### src/rtl/vx_smem_arb_pkg.sv
// Shared-memory arbiter package: default configuration, tag layout and lane payload.
// Perf counters (SMEM_ARB_PERF_EN) use `PERF_CTR_BITS, defaulted here when not set.
`ifndef PERF_CTR_BITS
`define PERF_CTR_BITS 44
`endif

package vx_smem_arb_pkg;

  localparam int SMEM_NUM_INPUTS   = 2;
  localparam int SMEM_NUM_REQS     = 4;
  localparam int SMEM_WORD_SIZE    = 4;
  localparam int SMEM_ADDR_WIDTH   = 30;
  localparam int SMEM_TAG_IN_WIDTH = 10;

  function automatic int log_inputs(input int n);
    return (n > 1) ? $clog2(n) : 1;
  endfunction

  // Requester index occupies the tag LSBs on the shared-memory side.
  localparam int TAG_IDX_LSB        = 0;
  localparam int TAG_IDX_WIDTH      = log_inputs(SMEM_NUM_INPUTS);
  localparam int SMEM_TAG_OUT_WIDTH = SMEM_TAG_IN_WIDTH + TAG_IDX_WIDTH;

  typedef struct packed {
    logic                          rw;
    logic [SMEM_ADDR_WIDTH-1:0]    addr;
    logic [SMEM_WORD_SIZE-1:0]     byteen;
    logic [SMEM_WORD_SIZE*8-1:0]   data;
    logic [SMEM_TAG_OUT_WIDTH-1:0] tag;
  } smem_req_t;

endpackage

### src/rtl/vx_smem_arb_if.sv
// Requester-side and shared-memory-side buses of the shared-memory arbiter.
// slave = arbiter view, master = requesters plus shared memory.
interface vx_smem_arb_if
  import vx_smem_arb_pkg::*;
#(
  parameter int NUM_INPUTS   = SMEM_NUM_INPUTS,
  parameter int NUM_REQS     = SMEM_NUM_REQS,
  parameter int WORD_SIZE    = SMEM_WORD_SIZE,
  parameter int ADDR_WIDTH   = SMEM_ADDR_WIDTH,
  parameter int TAG_IN_WIDTH = SMEM_TAG_IN_WIDTH
);
  localparam int TAG_OUT_WIDTH = TAG_IN_WIDTH + log_inputs(NUM_INPUTS);

  logic [NUM_INPUTS-1:0][NUM_REQS-1:0]                   in_req_valid;
  logic [NUM_INPUTS-1:0][NUM_REQS-1:0]                   in_req_rw;
  logic [NUM_INPUTS-1:0][NUM_REQS-1:0][ADDR_WIDTH-1:0]   in_req_addr;
  logic [NUM_INPUTS-1:0][NUM_REQS-1:0][WORD_SIZE-1:0]    in_req_byteen;
  logic [NUM_INPUTS-1:0][NUM_REQS-1:0][WORD_SIZE*8-1:0]  in_req_data;
  logic [NUM_INPUTS-1:0][NUM_REQS-1:0][TAG_IN_WIDTH-1:0] in_req_tag;
  logic [NUM_INPUTS-1:0][NUM_REQS-1:0]                   in_req_ready;

  logic [NUM_REQS-1:0]                    out_req_valid;
  logic [NUM_REQS-1:0]                    out_req_rw;
  logic [NUM_REQS-1:0][ADDR_WIDTH-1:0]    out_req_addr;
  logic [NUM_REQS-1:0][WORD_SIZE-1:0]     out_req_byteen;
  logic [NUM_REQS-1:0][WORD_SIZE*8-1:0]   out_req_data;
  logic [NUM_REQS-1:0][TAG_OUT_WIDTH-1:0] out_req_tag;
  logic [NUM_REQS-1:0]                    out_req_ready;

  logic                                 out_rsp_valid;
  logic [NUM_REQS-1:0]                  out_rsp_tmask;
  logic [NUM_REQS-1:0][WORD_SIZE*8-1:0] out_rsp_data;
  logic [TAG_OUT_WIDTH-1:0]             out_rsp_tag;
  logic                                 out_rsp_ready;

  logic [NUM_INPUTS-1:0]                                in_rsp_valid;
  logic [NUM_INPUTS-1:0][NUM_REQS-1:0]                  in_rsp_tmask;
  logic [NUM_INPUTS-1:0][NUM_REQS-1:0][WORD_SIZE*8-1:0] in_rsp_data;
  logic [NUM_INPUTS-1:0][TAG_IN_WIDTH-1:0]              in_rsp_tag;
  logic [NUM_INPUTS-1:0]                                in_rsp_ready;

  modport slave (
    input  in_req_valid, in_req_rw, in_req_addr, in_req_byteen, in_req_data, in_req_tag,
    output in_req_ready,
    output out_req_valid, out_req_rw, out_req_addr, out_req_byteen, out_req_data, out_req_tag,
    input  out_req_ready,
    input  out_rsp_valid, out_rsp_tmask, out_rsp_data, out_rsp_tag,
    output out_rsp_ready,
    output in_rsp_valid, in_rsp_tmask, in_rsp_data, in_rsp_tag,
    input  in_rsp_ready
  );

  modport master (
    output in_req_valid, in_req_rw, in_req_addr, in_req_byteen, in_req_data, in_req_tag,
    input  in_req_ready,
    input  out_req_valid, out_req_rw, out_req_addr, out_req_byteen, out_req_data, out_req_tag,
    output out_req_ready,
    output out_rsp_valid, out_rsp_tmask, out_rsp_data, out_rsp_tag,
    input  out_rsp_ready,
    input  in_rsp_valid, in_rsp_tmask, in_rsp_data, in_rsp_tag,
    output in_rsp_ready
  );

endinterface

### src/rtl/vx_smem_arb_rr.sv
// Round-robin arbiter: grants the first requester at or after the pointer;
// the pointer moves past the winner only when the grant is consumed (enable).
module vx_smem_arb_rr
  import vx_smem_arb_pkg::*;
#(
  parameter  int NUM_INPUTS = 2,
  localparam int IDX_W      = log_inputs(NUM_INPUTS)
) (
  input  logic                  clk,
  input  logic                  reset,
  input  logic [NUM_INPUTS-1:0] requests,
  input  logic                  enable,
  output logic [NUM_INPUTS-1:0] grant_onehot,
  output logic [IDX_W-1:0]      grant_index,
  output logic                  grant_valid
);

  logic [IDX_W-1:0]                  ptr_reg;
  logic [NUM_INPUTS-1:0][IDX_W-1:0]  cand_idx;

  for (genvar gi = 0; gi < NUM_INPUTS; gi++) begin : g_cand
    assign cand_idx[gi] = IDX_W'((int'(ptr_reg) + gi) % NUM_INPUTS);
  end

  always_comb begin
    grant_valid  = 1'b0;
    grant_index  = '0;
    grant_onehot = '0;
    for (int k = 0; k < NUM_INPUTS; k++) begin
      if (!grant_valid && requests[cand_idx[k]]) begin
        grant_valid = 1'b1;
        grant_index = cand_idx[k];
      end
    end
    if (grant_valid) grant_onehot[grant_index] = 1'b1;
  end

  always_ff @(posedge clk) begin
    if (reset) begin
      ptr_reg <= '0;
    end else if (enable && grant_valid) begin
      ptr_reg <= (grant_index == IDX_W'(NUM_INPUTS - 1)) ? '0 : grant_index + IDX_W'(1);
    end
  end

endmodule

### src/rtl/vx_smem_arb.sv
// Shares one shared-memory core port among NUM_INPUTS requesters: round-robin per
// lane-vector, registered request, index-tagged responses. Optional: SMEM_ARB_PERF_EN.
module vx_smem_arb
  import vx_smem_arb_pkg::*;
#(
  parameter int NUM_INPUTS   = SMEM_NUM_INPUTS,
  parameter int NUM_REQS     = SMEM_NUM_REQS,
  parameter int WORD_SIZE    = SMEM_WORD_SIZE,
  parameter int ADDR_WIDTH   = SMEM_ADDR_WIDTH,
  parameter int TAG_IN_WIDTH = SMEM_TAG_IN_WIDTH
) (
  input  logic         clk,
  input  logic         reset,
  vx_smem_arb_if.slave bus
`ifdef SMEM_ARB_PERF_EN
  ,
  output logic [NUM_INPUTS-1:0][`PERF_CTR_BITS-1:0] perf_arb_stalls
`endif
);

  localparam int LOG_NI        = log_inputs(NUM_INPUTS);
  localparam int TAG_OUT_WIDTH = TAG_IN_WIDTH + LOG_NI;

  if (NUM_INPUTS < 2) begin : g_bad_inputs
    $error("vx_smem_arb: NUM_INPUTS must be >= 2");
  end
  if (NUM_INPUTS != SMEM_NUM_INPUTS || NUM_REQS != SMEM_NUM_REQS || WORD_SIZE != SMEM_WORD_SIZE
      || ADDR_WIDTH != SMEM_ADDR_WIDTH || TAG_IN_WIDTH != SMEM_TAG_IN_WIDTH) begin : g_bad_cfg
    $error("vx_smem_arb: parameters must match vx_smem_arb_pkg payload layout");
  end

  logic [NUM_INPUTS-1:0] active;
  logic [NUM_INPUTS-1:0] grant_onehot;
  logic [LOG_NI-1:0]     grant_index;
  logic                  grant_valid;
  logic                  load;
  logic [NUM_REQS-1:0]   pend_mask_reg;
  logic [NUM_REQS-1:0]   lane_left;
  smem_req_t             req_reg [NUM_REQS];

  for (genvar gi = 0; gi < NUM_INPUTS; gi++) begin : g_active
    assign active[gi] = |bus.in_req_valid[gi];
  end

  // A new transaction may load while the last pending lanes are leaving.
  assign lane_left = pend_mask_reg & ~bus.out_req_ready;
  assign load      = ~reset & (lane_left == '0) & grant_valid;

  vx_smem_arb_rr #(.NUM_INPUTS(NUM_INPUTS)) u_rr (
    .clk          (clk),
    .reset        (reset),
    .requests     (active),
    .enable       (load),
    .grant_onehot (grant_onehot),
    .grant_index  (grant_index),
    .grant_valid  (grant_valid)
  );

  for (genvar gi = 0; gi < NUM_INPUTS; gi++) begin : g_in_ready
    assign bus.in_req_ready[gi] = (load && grant_onehot[gi]) ? bus.in_req_valid[gi] : '0;
  end

  always_ff @(posedge clk) begin
    if (reset) begin
      pend_mask_reg <= '0;
    end else if (load) begin
      pend_mask_reg <= bus.in_req_valid[grant_index];
    end else begin
      pend_mask_reg <= lane_left;
    end
  end

  always_ff @(posedge clk) begin
    if (load) begin
      for (int l = 0; l < NUM_REQS; l++) begin
        req_reg[l].rw     <= bus.in_req_rw[grant_index][l];
        req_reg[l].addr   <= bus.in_req_addr[grant_index][l];
        req_reg[l].byteen <= bus.in_req_byteen[grant_index][l];
        req_reg[l].data   <= bus.in_req_data[grant_index][l];
        req_reg[l].tag    <= {bus.in_req_tag[grant_index][l], grant_index};
      end
    end
  end

  assign bus.out_req_valid = pend_mask_reg;
  for (genvar gi = 0; gi < NUM_REQS; gi++) begin : g_out_req
    assign bus.out_req_rw[gi]     = req_reg[gi].rw;
    assign bus.out_req_addr[gi]   = req_reg[gi].addr;
    assign bus.out_req_byteen[gi] = req_reg[gi].byteen;
    assign bus.out_req_data[gi]   = req_reg[gi].data;
    assign bus.out_req_tag[gi]    = req_reg[gi].tag;
  end

  // Response routing: unused index codes (non power-of-two inputs) are swallowed.
  logic [LOG_NI-1:0]        rsp_sel;
  logic [(1<<LOG_NI)-1:0]   sel_ok_map;
  logic                     rsp_sel_ok;

  assign rsp_sel = bus.out_rsp_tag[TAG_IDX_LSB +: LOG_NI];
  for (genvar gi = 0; gi < (1 << LOG_NI); gi++) begin : g_sel_ok
    assign sel_ok_map[gi] = (gi < NUM_INPUTS);
  end
  assign rsp_sel_ok = sel_ok_map[rsp_sel];

  for (genvar gi = 0; gi < NUM_INPUTS; gi++) begin : g_in_rsp
    assign bus.in_rsp_valid[gi] = bus.out_rsp_valid & rsp_sel_ok & (rsp_sel == LOG_NI'(gi));
    assign bus.in_rsp_tmask[gi] = bus.out_rsp_tmask;
    assign bus.in_rsp_data[gi]  = bus.out_rsp_data;
    assign bus.in_rsp_tag[gi]   = bus.out_rsp_tag[TAG_OUT_WIDTH-1:LOG_NI];
  end
  assign bus.out_rsp_ready = rsp_sel_ok ? bus.in_rsp_ready[rsp_sel] : 1'b1;

  assert property (@(posedge clk) disable iff (reset) bus.out_rsp_valid |-> rsp_sel_ok);

`ifdef SMEM_ARB_PERF_EN
  localparam int CTR_W = `PERF_CTR_BITS;
  logic [NUM_INPUTS-1:0][CTR_W-1:0] stall_cnt_reg;

  always_ff @(posedge clk) begin
    for (int i = 0; i < NUM_INPUTS; i++) begin
      if (reset) begin
        stall_cnt_reg[i] <= '0;
      end else if (active[i] && !(load && grant_onehot[i])) begin
        stall_cnt_reg[i] <= stall_cnt_reg[i] + CTR_W'(1);
      end
    end
  end
  assign perf_arb_stalls = stall_cnt_reg;
`endif

endmodule

### src/flat_wrapper.sv
// flat-port wrapper written by rule: the top's interface ports become plain ports
module vx_smem_arb_flat import vx_smem_arb_pkg::*;
#(
  parameter int NUM_INPUTS   = SMEM_NUM_INPUTS,
  parameter int NUM_REQS     = SMEM_NUM_REQS,
  parameter int WORD_SIZE    = SMEM_WORD_SIZE,
  parameter int ADDR_WIDTH   = SMEM_ADDR_WIDTH,
  parameter int TAG_IN_WIDTH = SMEM_TAG_IN_WIDTH
)
  (clk, reset, bus_in_req_valid, bus_in_req_rw, bus_in_req_addr, bus_in_req_byteen, bus_in_req_data, bus_in_req_tag, bus_in_req_ready, bus_out_req_valid, bus_out_req_rw, bus_out_req_addr, bus_out_req_byteen, bus_out_req_data, bus_out_req_tag, bus_out_req_ready, bus_out_rsp_valid, bus_out_rsp_tmask, bus_out_rsp_data, bus_out_rsp_tag, bus_out_rsp_ready, bus_in_rsp_valid, bus_in_rsp_tmask, bus_in_rsp_data, bus_in_rsp_tag, bus_in_rsp_ready);
  vx_smem_arb_if #(.NUM_INPUTS(NUM_INPUTS), .NUM_REQS(NUM_REQS), .WORD_SIZE(WORD_SIZE), .ADDR_WIDTH(ADDR_WIDTH), .TAG_IN_WIDTH(TAG_IN_WIDTH)) bus_i ();
  input  logic clk;
  input  logic reset;
  input wire logic [$bits(bus_i.in_req_valid)-1:0] bus_in_req_valid;
  input wire logic [$bits(bus_i.in_req_rw)-1:0] bus_in_req_rw;
  input wire logic [$bits(bus_i.in_req_addr)-1:0] bus_in_req_addr;
  input wire logic [$bits(bus_i.in_req_byteen)-1:0] bus_in_req_byteen;
  input wire logic [$bits(bus_i.in_req_data)-1:0] bus_in_req_data;
  input wire logic [$bits(bus_i.in_req_tag)-1:0] bus_in_req_tag;
  output wire logic [$bits(bus_i.in_req_ready)-1:0] bus_in_req_ready;
  output wire logic [$bits(bus_i.out_req_valid)-1:0] bus_out_req_valid;
  output wire logic [$bits(bus_i.out_req_rw)-1:0] bus_out_req_rw;
  output wire logic [$bits(bus_i.out_req_addr)-1:0] bus_out_req_addr;
  output wire logic [$bits(bus_i.out_req_byteen)-1:0] bus_out_req_byteen;
  output wire logic [$bits(bus_i.out_req_data)-1:0] bus_out_req_data;
  output wire logic [$bits(bus_i.out_req_tag)-1:0] bus_out_req_tag;
  input wire logic [$bits(bus_i.out_req_ready)-1:0] bus_out_req_ready;
  input wire logic [$bits(bus_i.out_rsp_valid)-1:0] bus_out_rsp_valid;
  input wire logic [$bits(bus_i.out_rsp_tmask)-1:0] bus_out_rsp_tmask;
  input wire logic [$bits(bus_i.out_rsp_data)-1:0] bus_out_rsp_data;
  input wire logic [$bits(bus_i.out_rsp_tag)-1:0] bus_out_rsp_tag;
  output wire logic [$bits(bus_i.out_rsp_ready)-1:0] bus_out_rsp_ready;
  output wire logic [$bits(bus_i.in_rsp_valid)-1:0] bus_in_rsp_valid;
  output wire logic [$bits(bus_i.in_rsp_tmask)-1:0] bus_in_rsp_tmask;
  output wire logic [$bits(bus_i.in_rsp_data)-1:0] bus_in_rsp_data;
  output wire logic [$bits(bus_i.in_rsp_tag)-1:0] bus_in_rsp_tag;
  input wire logic [$bits(bus_i.in_rsp_ready)-1:0] bus_in_rsp_ready;
  assign bus_i.in_req_valid = bus_in_req_valid;
  assign bus_i.in_req_rw = bus_in_req_rw;
  assign bus_i.in_req_addr = bus_in_req_addr;
  assign bus_i.in_req_byteen = bus_in_req_byteen;
  assign bus_i.in_req_data = bus_in_req_data;
  assign bus_i.in_req_tag = bus_in_req_tag;
  assign bus_in_req_ready = bus_i.in_req_ready;
  assign bus_out_req_valid = bus_i.out_req_valid;
  assign bus_out_req_rw = bus_i.out_req_rw;
  assign bus_out_req_addr = bus_i.out_req_addr;
  assign bus_out_req_byteen = bus_i.out_req_byteen;
  assign bus_out_req_data = bus_i.out_req_data;
  assign bus_out_req_tag = bus_i.out_req_tag;
  assign bus_i.out_req_ready = bus_out_req_ready;
  assign bus_i.out_rsp_valid = bus_out_rsp_valid;
  assign bus_i.out_rsp_tmask = bus_out_rsp_tmask;
  assign bus_i.out_rsp_data = bus_out_rsp_data;
  assign bus_i.out_rsp_tag = bus_out_rsp_tag;
  assign bus_out_rsp_ready = bus_i.out_rsp_ready;
  assign bus_in_rsp_valid = bus_i.in_rsp_valid;
  assign bus_in_rsp_tmask = bus_i.in_rsp_tmask;
  assign bus_in_rsp_data = bus_i.in_rsp_data;
  assign bus_in_rsp_tag = bus_i.in_rsp_tag;
  assign bus_i.in_rsp_ready = bus_in_rsp_ready;
  vx_smem_arb #(.NUM_INPUTS(NUM_INPUTS), .NUM_REQS(NUM_REQS), .WORD_SIZE(WORD_SIZE), .ADDR_WIDTH(ADDR_WIDTH), .TAG_IN_WIDTH(TAG_IN_WIDTH)) u_core (.clk(clk), .reset(reset), .bus(bus_i));
endmodule
### config.mk
export PLATFORM = sky130hd
export DESIGN_NAME = vx_smem_arb_flat
export DESIGN_NICKNAME = d
export VERILOG_FILES = /design/src/rtl/vx_smem_arb_pkg.sv /design/src/rtl/vx_smem_arb_if.sv /design/src/rtl/vx_smem_arb_rr.sv /design/src/rtl/vx_smem_arb.sv /design/src/flat_wrapper.sv
export SDC_FILE = /design/constraint.sdc
export NUM_CORES = 1
export LEC_CHECK = 0
export ABC_CLOCK_PERIOD_IN_PS = 14240
export CORE_AREA = 2 2 545 547
export CTS_CLUSTER_SIZE = 10
export DETAILED_ROUTE_END_ITERATION = 10
export DIE_AREA = 0 0 547 549
export GPL_ROUTABILITY_DRIVEN = 0
export PLACE_DENSITY = 0.3
export SLEW_MARGIN = 20
export SYNTH_ARGS = -nofsm -noshare
export SYNTH_HDL_FRONTEND = slang
export SYNTH_SLANG_ARGS = --single-unit
### constraint.sdc
create_clock -name clk -period 14.24 [get_ports clk]
set_input_delay 2.848 -clock clk [delete_from_list [all_inputs] [get_ports clk]]
set_output_delay 2.848 -clock clk [all_outputs]
set_load 0.01 [all_outputs]
==> flow_summary.json, run 1 <==
{
  "dpl_cell_area_sq_um": 28100,
  "finalWirelength_mm": 119,
  "grtUsageMet2_pct": 12.1,
  "drc": 0,
  "overflow": 0,
  "finalHoldViolations": 0,
  "grt_util_met1_pct": 7.22,
  "ys_types": 23,
  "stdcell_area_sq_um": 29900,
  "core_sq_um": 295000,
  "yosysWarnings": 0,
  "die_h_um": 549,
  "synth.most_common_cell": "edfxtp_1",
  "cp-start-kind": "input port",
  "path_common_cell": "clkdlybuf4s50_1",
  "area_growth_pct": 88.2,
  "tightest_slew_ns": 1.07,
  "crit_fanout": 9,
  "drt-pass1-iter-count": 4,
  "placementRows": 200,
  "setup_viol": 0,
  "die_w_um": 547,
  "numCtsBuffers": 50,
  "yosysTopAreaCell": "edfxtp_1",
  "antenna_found_initial": 30,
  "grt_pass1_vias": 12100,
  "r2r_slack_ns": 9.69,
  "maxSlewHeadroom_pct": 28.3,
  "grt_usage_pct": 7.63,
  "cts_tree": "yes",
  "cts-resized-gates": 0,
  "ant_nets": 0,
  "async_reset_ff_share_pct": 0,
  "grt_max_degree": 122,
  "netlist_instances": 985,
  "min_period_over_period_pct": 58.2,
  "ctsHoldBuffers": 0,
  "clockBufferDepth": 3,
  "grt.met3_usage_pct": 6.54,
  "slew_violations": 0,
  "drtIter0Drc": 413,
  "cap_viol_max_count": 0,
  "vias": 11000,
  "required_ns": 11.39,
  "cp.arrival_ns": 5.44,
  "ios": 1387,
  "io_buffers": 960,
  "vias_per_cell": 1.95,
  "syn_area_per_cell_sq_um": 16.2,
  "setup_tns_ns": 0,
  "maxClockFrequency_mhz": 121,
  "clkSinkCount": 314,
  "path_class": "in -> out",
  "syn_area_sq_um": 15900,
  "grt_pass1_wl_mm": 145,
  "critPathSlowestCell": "clkdlybuf4s50_1",
  "period_needed_ns": 8.29,
  "ys_ff_latch": 314,
  "start_util_pct": 5.39,
  "htreeDepth": 2,
  "die_area_sq_um": 300000,
  "synth_edf_count": 309,
  "syn-num-nets": 1761,
  "hold_class": "reg -> reg",
  "p_per_area_nw_per_um2": 115,
  "rsz0062_at_grt": "false",
  "drive_gt1_share_pct": 23.0,
  "clkLatencyLatePin_ns": 0.69,
  "p_leak_nw": 9.53,
  "synth_seq_area_share_pct": 59.0,
  "layout.nets": 2459,
  "cpPeakStageDelay_ns": 0.76,
  "wl_per_cell_um": 21.0,
  "skew_ns": 0.0267,
  "worstPathCellList": "clkdlybuf4s50_1 -> nor2b_1 -> nor3_1 -> nand4_1 -> inv_1 -> clkdlybuf4s50_1",
  "largest_reg_flops": 309,
  "post_cts_buffers": 0,
  "clk_pin_slew_ns": 0.06,
  "peakVddDrop_uv": 91.8,
  "synth_commonest_cells": "edfxtp_1 (309), buf_4 (298), mux2_2 (209)",
  "ys_top_cells_by_area": "edfxtp_1 (58%), mux2_2 (15%), buf_4 (14%)",
  "synth_top_cell_area_share_pct": 58.3,
  "place_hpwl_mm": 103,
  "top_usage_layer": "met2",
  "critPathCaptureType": "output port",
  "synth_ff_type": "edfxtp_1",
  "root_buffer": "clkbuf_16",
  "status": "completed"
}
-- placed cells by master, fill, tap and decap left out --
master,count
diode_2,6
nand2_1,1
clkinv_2,7
clkinv_8,1
or2_1,1
a21oi_1,4
bufinv_16,11
nor4_2,1
clkbuf_1,11
or4_4,1
and3_1,4
inv_1,6
nor3_1,1
buf_12,3
a31oi_1,2
clkinv_16,2
nor2b_1,5
a41oi_1,3
nand4_1,4
clkbuf_16,50
and2_1,2
clkinv_1,7
dfxtp_1,5
a311oi_1,1
clkinvlp_4,3
edfxtp_1,309
buf_4,5
clkinv_4,1
mux2_2,209
o21a_4,1
mux2_4,100
nand2_4,1
clkdlybuf4s50_1,960
nor2_1,2
-- worst paths after layout --
check	from	to	cells after the start
max reg2reg	u_core.bus.out_req_valid[2]	u_core.req_reg[0][130]	6
max	bus_out_req_ready[2]	bus_in_req_ready[3]	6
min	u_core.u_rr.ptr_reg	u_core.u_rr.ptr_reg	1
min reg2reg	u_core.u_rr.ptr_reg	u_core.u_rr.ptr_reg	1
-- kinds of logic after synthesis --
logic type             synth area share [%]
buffers and inverters                  15.4
DFF                                    59.0
muxes                                  24.2
and+or+nand+nor                       0.904
AOI/OAI and AO/OA                     0.472
-- stage by stage --
stage | hold slack, ns | worst slack [ns] | instances | total power [mW] | utilization [%]
after floorplan | 0.457 | 2.95 | 985 | 1.61 | -
after global placement | 0.524 | 5.96 | 5570 | 2.14 | 9.53
after detailed placement | 0.490 | 5.95 | 5570 | 2.13 | 9.53
after CTS | 0.504 | 5.94 | 5663 | 3.59 | 10.1
after global routing | 0.551 | 5.80 | 5665 | 3.64 | 10.1
final | 0.508 | 5.95 | 5669 | 3.44 | 10.1
-- metal layers --
metal  wire [um]  vias up
li1            -     4742
met1       39700     5096
met2       53200     1020
met3       22200      176
met4        3990        6
met5         160        -
-- layout make-up --
cell class / count / area, sq um
Antenna cell: 6 / 15.0
Clock buffer: 61 / 1290
Clock inverter: 32 / 499
Fill cell: 33600 / 265000
Inverter: 6 / 22.5
Multi-Input combinational cell: 343 / 4090
Sequential cell: 314 / 9380
Tap cell: 3939 / 4930
Timing Repair Buffer: 968 / 9710
-- critical path: cells and delay by family --
| family | cells | cell delay, ns |
|---|---|---|
| buffers and inverters | 3 | 1.46 |
| AND/OR/NAND/NOR | 3 | 1.12 |
-- where the power goes --
group | switching [mW] | leakage, nW | internal [mW]
combinational | 0.400 | 5.67 | 0.454
clock | 0.539 | 0.857 | 0.847
sequential | 0.0406 | 3.00 | 1.16
total | 0.980 | 9.53 | 2.46
Note: power is estimated with default switching activity, not from simulation.
==> inputs of run 2 (changes only) <==
--- a/config.mk
+++ b/config.mk
@@ -5,11 +5,11 @@
 export SDC_FILE = /design/constraint.sdc
 export NUM_CORES = 1
 export LEC_CHECK = 0
-export ABC_CLOCK_PERIOD_IN_PS = 14240
-export CORE_AREA = 2 2 545 547
+export ABC_CLOCK_PERIOD_IN_PS = 7000
+export CORE_AREA = 2 2 539 541
 export CTS_CLUSTER_SIZE = 10
 export DETAILED_ROUTE_END_ITERATION = 10
-export DIE_AREA = 0 0 547 549
+export DIE_AREA = 0 0 541 543
 export GPL_ROUTABILITY_DRIVEN = 0
 export PLACE_DENSITY = 0.3
 export SLEW_MARGIN = 20
==> constraint.sdc (replaced) <==
create_clock -name clk -period 7 [get_ports clk]
set_input_delay 1.4 -clock clk [delete_from_list [all_inputs] [get_ports clk]]
set_output_delay 1.4 -clock clk [all_outputs]
set_load 0.01 [all_outputs]
==> flow_summary.json, run 2 (same netlist as run 1, synthesis figures left out) <==
{
  "status": "completed",
  "maxClockFrequency_mhz": 169,
  "start_util_pct": 5.53,
  "place_hpwl_mm": 119,
  "area_growth_pct": 86.4,
  "drt-pass1-iter-count": 4,
  "layout_common_cells": "clkdlybuf4s50_1 (960), edfxtp_1 (309), mux2_2 (209), mux2_4 (100), clkbuf_16 (48)",
  "cp.arrival_ns": 4.50,
  "period_needed_ns": 5.90,
  "htreeDepth": 2,
  "r2r_end": "u_core.req_reg[1][63]",
  "vias": 11200,
  "overflow": 0,
  "crit_end": "bus_in_req_ready[0]",
  "crit_fanout": 9,
  "grt_max_degree": 97,
  "ios": 1387,
  "power_switching_mw": 2.01,
  "critical_path_cell_count": 6,
  "crit_buf_inv": 2,
  "skew_ns": 0.0498,
  "required_ns": 5.60,
  "largest_reg_flops": 309,
  "tightest_slew_ns": 1.12,
  "setup_tns_ns": 0,
  "cpPeakStageDelay_ns": 0.93,
  "root_buffer": "clkbuf_16",
  "cp-start-kind": "input port",
  "worstPathCellList": "clkdlybuf4s50_1 -> nor2b_1 -> nor3_1 -> and2_1 -> and3_1 -> clkdlybuf4s50_1",
  "drive_gt1_share_pct": 23.2,
  "critPathCaptureType": "output port",
  "layout.nets": 2473,
  "core_sq_um": 287000,
  "pwr-share-comb_pct": 27.1,
  "drtIter0Drc": 326,
  "clk_pin_slew_ns": 0.06,
  "path_common_cell": "clkdlybuf4s50_1",
  "maxSlewHeadroom_pct": 25.1,
  "die_area_sq_um": 294000,
  "p_int_mw": 4.71,
  "cap_viol_max_count": 0,
  "placementRows": 197,
  "p_leak_nw": 9.50,
  "finalHoldViolations": 0,
  "cts_tree": "yes",
  "clockBufferDepth": 3,
  "grt_usage_pct": 8.77,
  "rr_worst_depth": 6,
  "clockPowerShare_pct": 36.3,
  "ctsHoldBuffers": 0,
  "clkLatencyLatePin_ns": 0.67,
  "cts-resized-gates": 0,
  "hold_class": "reg -> reg",
  "power_mw": 6.72,
  "die_w_um": 541,
  "drc": 0,
  "power_frac_seq_pct": 36.6,
  "die_h_um": 543,
  "antenna_found_initial": 19,
  "vias_per_cell": 2.03,
  "post_cts_buffers": 0,
  "startpoint": "bus_out_req_ready[2]",
  "grt_pass1_wl_mm": 160,
  "io_buffers": 960,
  "rsz0062_at_grt": "false",
  "p_per_area_nw_per_um2": 227,
  "numCtsBuffers": 47,
  "final_common_cell": "clkdlybuf4s50_1",
  "r2r_slack_ns": 3.51,
  "critical_path.top_delay_family": "simple AND/OR/NAND/NOR gates",
  "clkSinkCount": 314,
  "hold_ws_ns": 0.514,
  "path_class": "in -> out",
  "slew_violations": 0,
  "finalWirelength_mm": 135,
  "swShare_pct": 29.9,
  "critPathSlowestCell": "nor3_1",
  "setup_viol": 0,
  "wl_per_cell_um": 24.4,
  "reg2reg_from": "u_core.bus.out_req_valid[2]",
  "grt_pass1_vias": 12200,
  "final_util_pct": 10.3,
  "ant_nets": 0,
  "min_period_over_period_pct": 84.3,
  "peakVddDrop_uv": 196
}
-- run 2: changes by cell type in the layout (fill, tap and decap cells not counted), moves of 2 or more --
cell and change:
buf_12 +5, buf_4 +12, bufinv_16 -7, clkbuf_16 -2, clkinv_1 +6, clkinv_2 -2, diode_2 -4
-- run 2: metrics by stage --
stage / cells / area (sq um) / setup WS [ns]
2_1_floorplan: 985 / 15900 / 0.359
3_3_place_gp: 5429 / 28100 / 0.877
3_5_place_dp: 5429 / 28100 / 0.991
4_1_cts: 5517 / 29600 / 0.972
5_1_grt: 5518 / 29600 / 0.907
6_report: 5519 / 29600 / 1.10
-- run 2: cell type report --
| cell class | instances | area [sq um] |
|---|---|---|
| Tap cell | 3781 | 4730 |
| Clock inverter | 30 | 288 |
| Inverter | 6 | 22.5 |
| Antenna cell | 2 | 5.00 |
| Multi-Input combinational cell | 343 | 4090 |
| Timing Repair Buffer | 985 | 9900 |
| Clock buffer | 58 | 1240 |
| Fill cell | 32700 | 258000 |
| Sequential cell | 314 | 9380 |
-- run 2: worst min path at each step --
stage                              startpoint                  end  slack (ns)  depth (start not counted)
after global placement    u_core.u_rr.ptr_reg  u_core.u_rr.ptr_reg        0.51                          1
after detailed placement  u_core.u_rr.ptr_reg  u_core.u_rr.ptr_reg        0.49                          1
after CTS                 u_core.u_rr.ptr_reg  u_core.u_rr.ptr_reg        0.50                          1
final                     u_core.u_rr.ptr_reg  u_core.u_rr.ptr_reg        0.51                          1
after global routing      u_core.u_rr.ptr_reg  u_core.u_rr.ptr_reg        0.53                          1
after floorplan           u_core.u_rr.ptr_reg  u_core.u_rr.ptr_reg        0.46                          1
-- run 2: power groups by stage --
stage / sequential, mW / combinational [mW] / clock [mW]
floorplan: 2.60 / 0.657 / 0
global placement: 2.51 / 1.95 / 0
detailed placement: 2.51 / 1.93 / 0
CTS: 2.48 / 1.94 / 2.60
global route: 2.49 / 1.99 / 2.64
finish: 2.46 / 1.82 / 2.44
-- run 2: metal layers --
metal / share of wire [%] / global-route usage, % / vias up
met5: 0.12 / 0.329 / -
met4: 3.2 / 2.72 / 6
met3: 20 / 8.20 / 169
met2: 47 / 14.6 / 1026
met1: 30 / 7.32 / 5198
li1: - / - / 4778
==> inputs of run 3 (changes only) <==
--- a/config.mk
+++ b/config.mk
@@ -5,11 +5,11 @@
 export SDC_FILE = /design/constraint.sdc
 export NUM_CORES = 1
 export LEC_CHECK = 0
-export ABC_CLOCK_PERIOD_IN_PS = 7000
-export CORE_AREA = 2 2 539 541
+export ABC_CLOCK_PERIOD_IN_PS = 5600
+export CORE_AREA = 2 2 545 547
 export CTS_CLUSTER_SIZE = 10
 export DETAILED_ROUTE_END_ITERATION = 10
-export DIE_AREA = 0 0 541 543
+export DIE_AREA = 0 0 547 549
 export GPL_ROUTABILITY_DRIVEN = 0
 export PLACE_DENSITY = 0.3
 export SLEW_MARGIN = 20
==> constraint.sdc (replaced) <==
create_clock -name clk -period 5.6 [get_ports clk]
set_input_delay 1.12 -clock clk [delete_from_list [all_inputs] [get_ports clk]]
set_output_delay 1.12 -clock clk [all_outputs]
set_load 0.01 [all_outputs]
==> flow_summary.json, run 3 (same netlist as run 1, synthesis figures left out) <==
{
  "io_buffers": 960,
  "grt_usage_pct": 8.52,
  "overflow": 0,
  "peakVddDrop_uv": 206,
  "hold_class": "reg -> reg",
  "slew_violations": 0,
  "tightest_slew_ns": 0.814,
  "antenna_found_initial": 30,
  "grt_max_degree": 98,
  "place_hpwl_mm": 117,
  "layout_common_cells": "clkdlybuf4s50_1 (958), edfxtp_1 (309), mux2_2 (209), mux2_4 (100), clkbuf_16 (49)",
  "setup_viol": 0,
  "p_per_area_nw_per_um2": 285,
  "crit_buf_inv": 3,
  "largest_reg_flops": 309,
  "cpPeakStageDelay_ns": 0.75,
  "path_class": "in -> out",
  "area_growth_pct": 88.2,
  "rsz0062_at_grt": "false",
  "crit_fanout": 7,
  "drtIter0Drc": 442,
  "drc": 0,
  "cts_tree": "yes",
  "grt_pass1_vias": 12300,
  "placementRows": 200,
  "cp.arrival_ns": 3.51,
  "clkSinkCount": 314,
  "maxSlewHeadroom_pct": 45.7,
  "finalHoldViolations": 0,
  "required_ns": 4.48,
  "critical_path.top_delay_family": "buffers and inverters",
  "die_area_sq_um": 300000,
  "core_sq_um": 295000,
  "die_w_um": 547,
  "ios": 1387,
  "vias": 11300,
  "final_common_cell": "clkdlybuf4s50_1",
  "drive_gt1_share_pct": 23.6,
  "cp-start-kind": "input port",
  "layout.cells.non_filler": 5683,
  "maxClockFrequency_mhz": 216,
  "skew_ns": 0.0555,
  "start_util_pct": 5.39,
  "critPathCaptureType": "output port",
  "clk_pin_slew_ns": 0.06,
  "cap_viol_max_count": 0,
  "path_common_cell": "clkdlybuf4s50_1",
  "clockBufferDepth": 3,
  "status": "completed",
  "cts-resized-gates": 0,
  "period_needed_ns": 4.63,
  "wl_per_cell_um": 23.5,
  "critPathSlowestCell": "clkdlybuf4s50_1",
  "finalWirelength_mm": 133,
  "vias_per_cell": 1.98,
  "layout.nets": 2476,
  "grt_pass1_wl_mm": 159,
  "die_h_um": 549,
  "ctsHoldBuffers": 0,
  "setup_tns_ns": 0,
  "numCtsBuffers": 49,
  "root_buffer": "clkbuf_16",
  "min_period_over_period_pct": 82.6,
  "dp.cells": 5588,
  "drt-pass1-iter-count": 4,
  "p_leak_nw": 9.55,
  "clkLatencyLatePin_ns": 0.72,
  "ant_nets": 0,
  "post_cts_buffers": 0,
  "worstPathCellList": "clkdlybuf4s50_1 -> or4_4 -> nand2_1 -> nand4_1 -> inv_1 -> clkdlybuf4s50_1",
  "htreeDepth": 2
}
run 3: changes by cell type in the layout (fill, tap and decap cells not counted), moves of 2 or more:
cell / change
buf_12: +4
clkbuf_1: -4
diode_2: +4
inv_6: +3
clkdlybuf4s50_1: -2
clkinv_2: +2
run 3: final cells by class:
type	instances	area, sq um
multi-input cells	343	4090
clock inverters	34	299
flip-flops and latches	314	9380
well taps	3939	4930
diodes	6	15.0
repair buffers	986	9950
inverters	6	22.5
clock buffers	55	1250
fillers	33700	265000
run 3: path summary, 6_finish.rpt:
check / start / end / slack, ns / cells after the start
min reg2reg: u_core.u_rr.ptr_reg / u_core.u_rr.ptr_reg / 0.51 / 1
max reg2reg: u_core.u_rr.ptr_reg / u_core.req_reg[0][31] / 3.05 / 5
max: bus_in_req_valid[4] / bus_in_req_ready[3] / 0.97 / 6
min: u_core.u_rr.ptr_reg / u_core.u_rr.ptr_reg / 0.51 / 1
run 3: worst reg2reg max path: cells and delay by family (launching register included):
family	cells	cell delay (ns)
AND/OR/NAND/NOR	2	0.78
flip-flops	1	0.33
buffers and inverters	2	0.77
multiplexers	1	0.41
run 3: where the power goes:
| group | leakage (nW) | switching, mW | total, mW | internal, mW |
|---|---|---|---|---|
| combinational | 5.80 | 1.16 | 2.34 | 1.19 |
| clock | 0.749 | 1.38 | 3.13 | 1.75 |
| sequential | 3.00 | 0.102 | 3.06 | 2.95 |
run 3: per-layer routing:
layer	wire length [um]	vias up	global-route usage (%)
met4	4180	0	2.63
met3	28500	190	8.24
li1	-	4783	-
met2	59500	1067	13.5
met1	41100	5235	7.51
met5	0	-	0.0791
run 3: through the flow:
stage	total power, mW	util (%)	cell area [sq um]	worst slack (ns)	hold slack [ns]
final	8.53	10.1	29900	0.974	0.508
after CTS	8.93	10.1	29900	0.943	0.509
after detailed placement	5.60	9.62	28400	0.958	0.500
after global routing	9.04	10.1	29900	0.894	0.547
after global placement	5.62	9.62	28400	0.962	0.531
after floorplan	4.05	-	15900	0.882	0.457
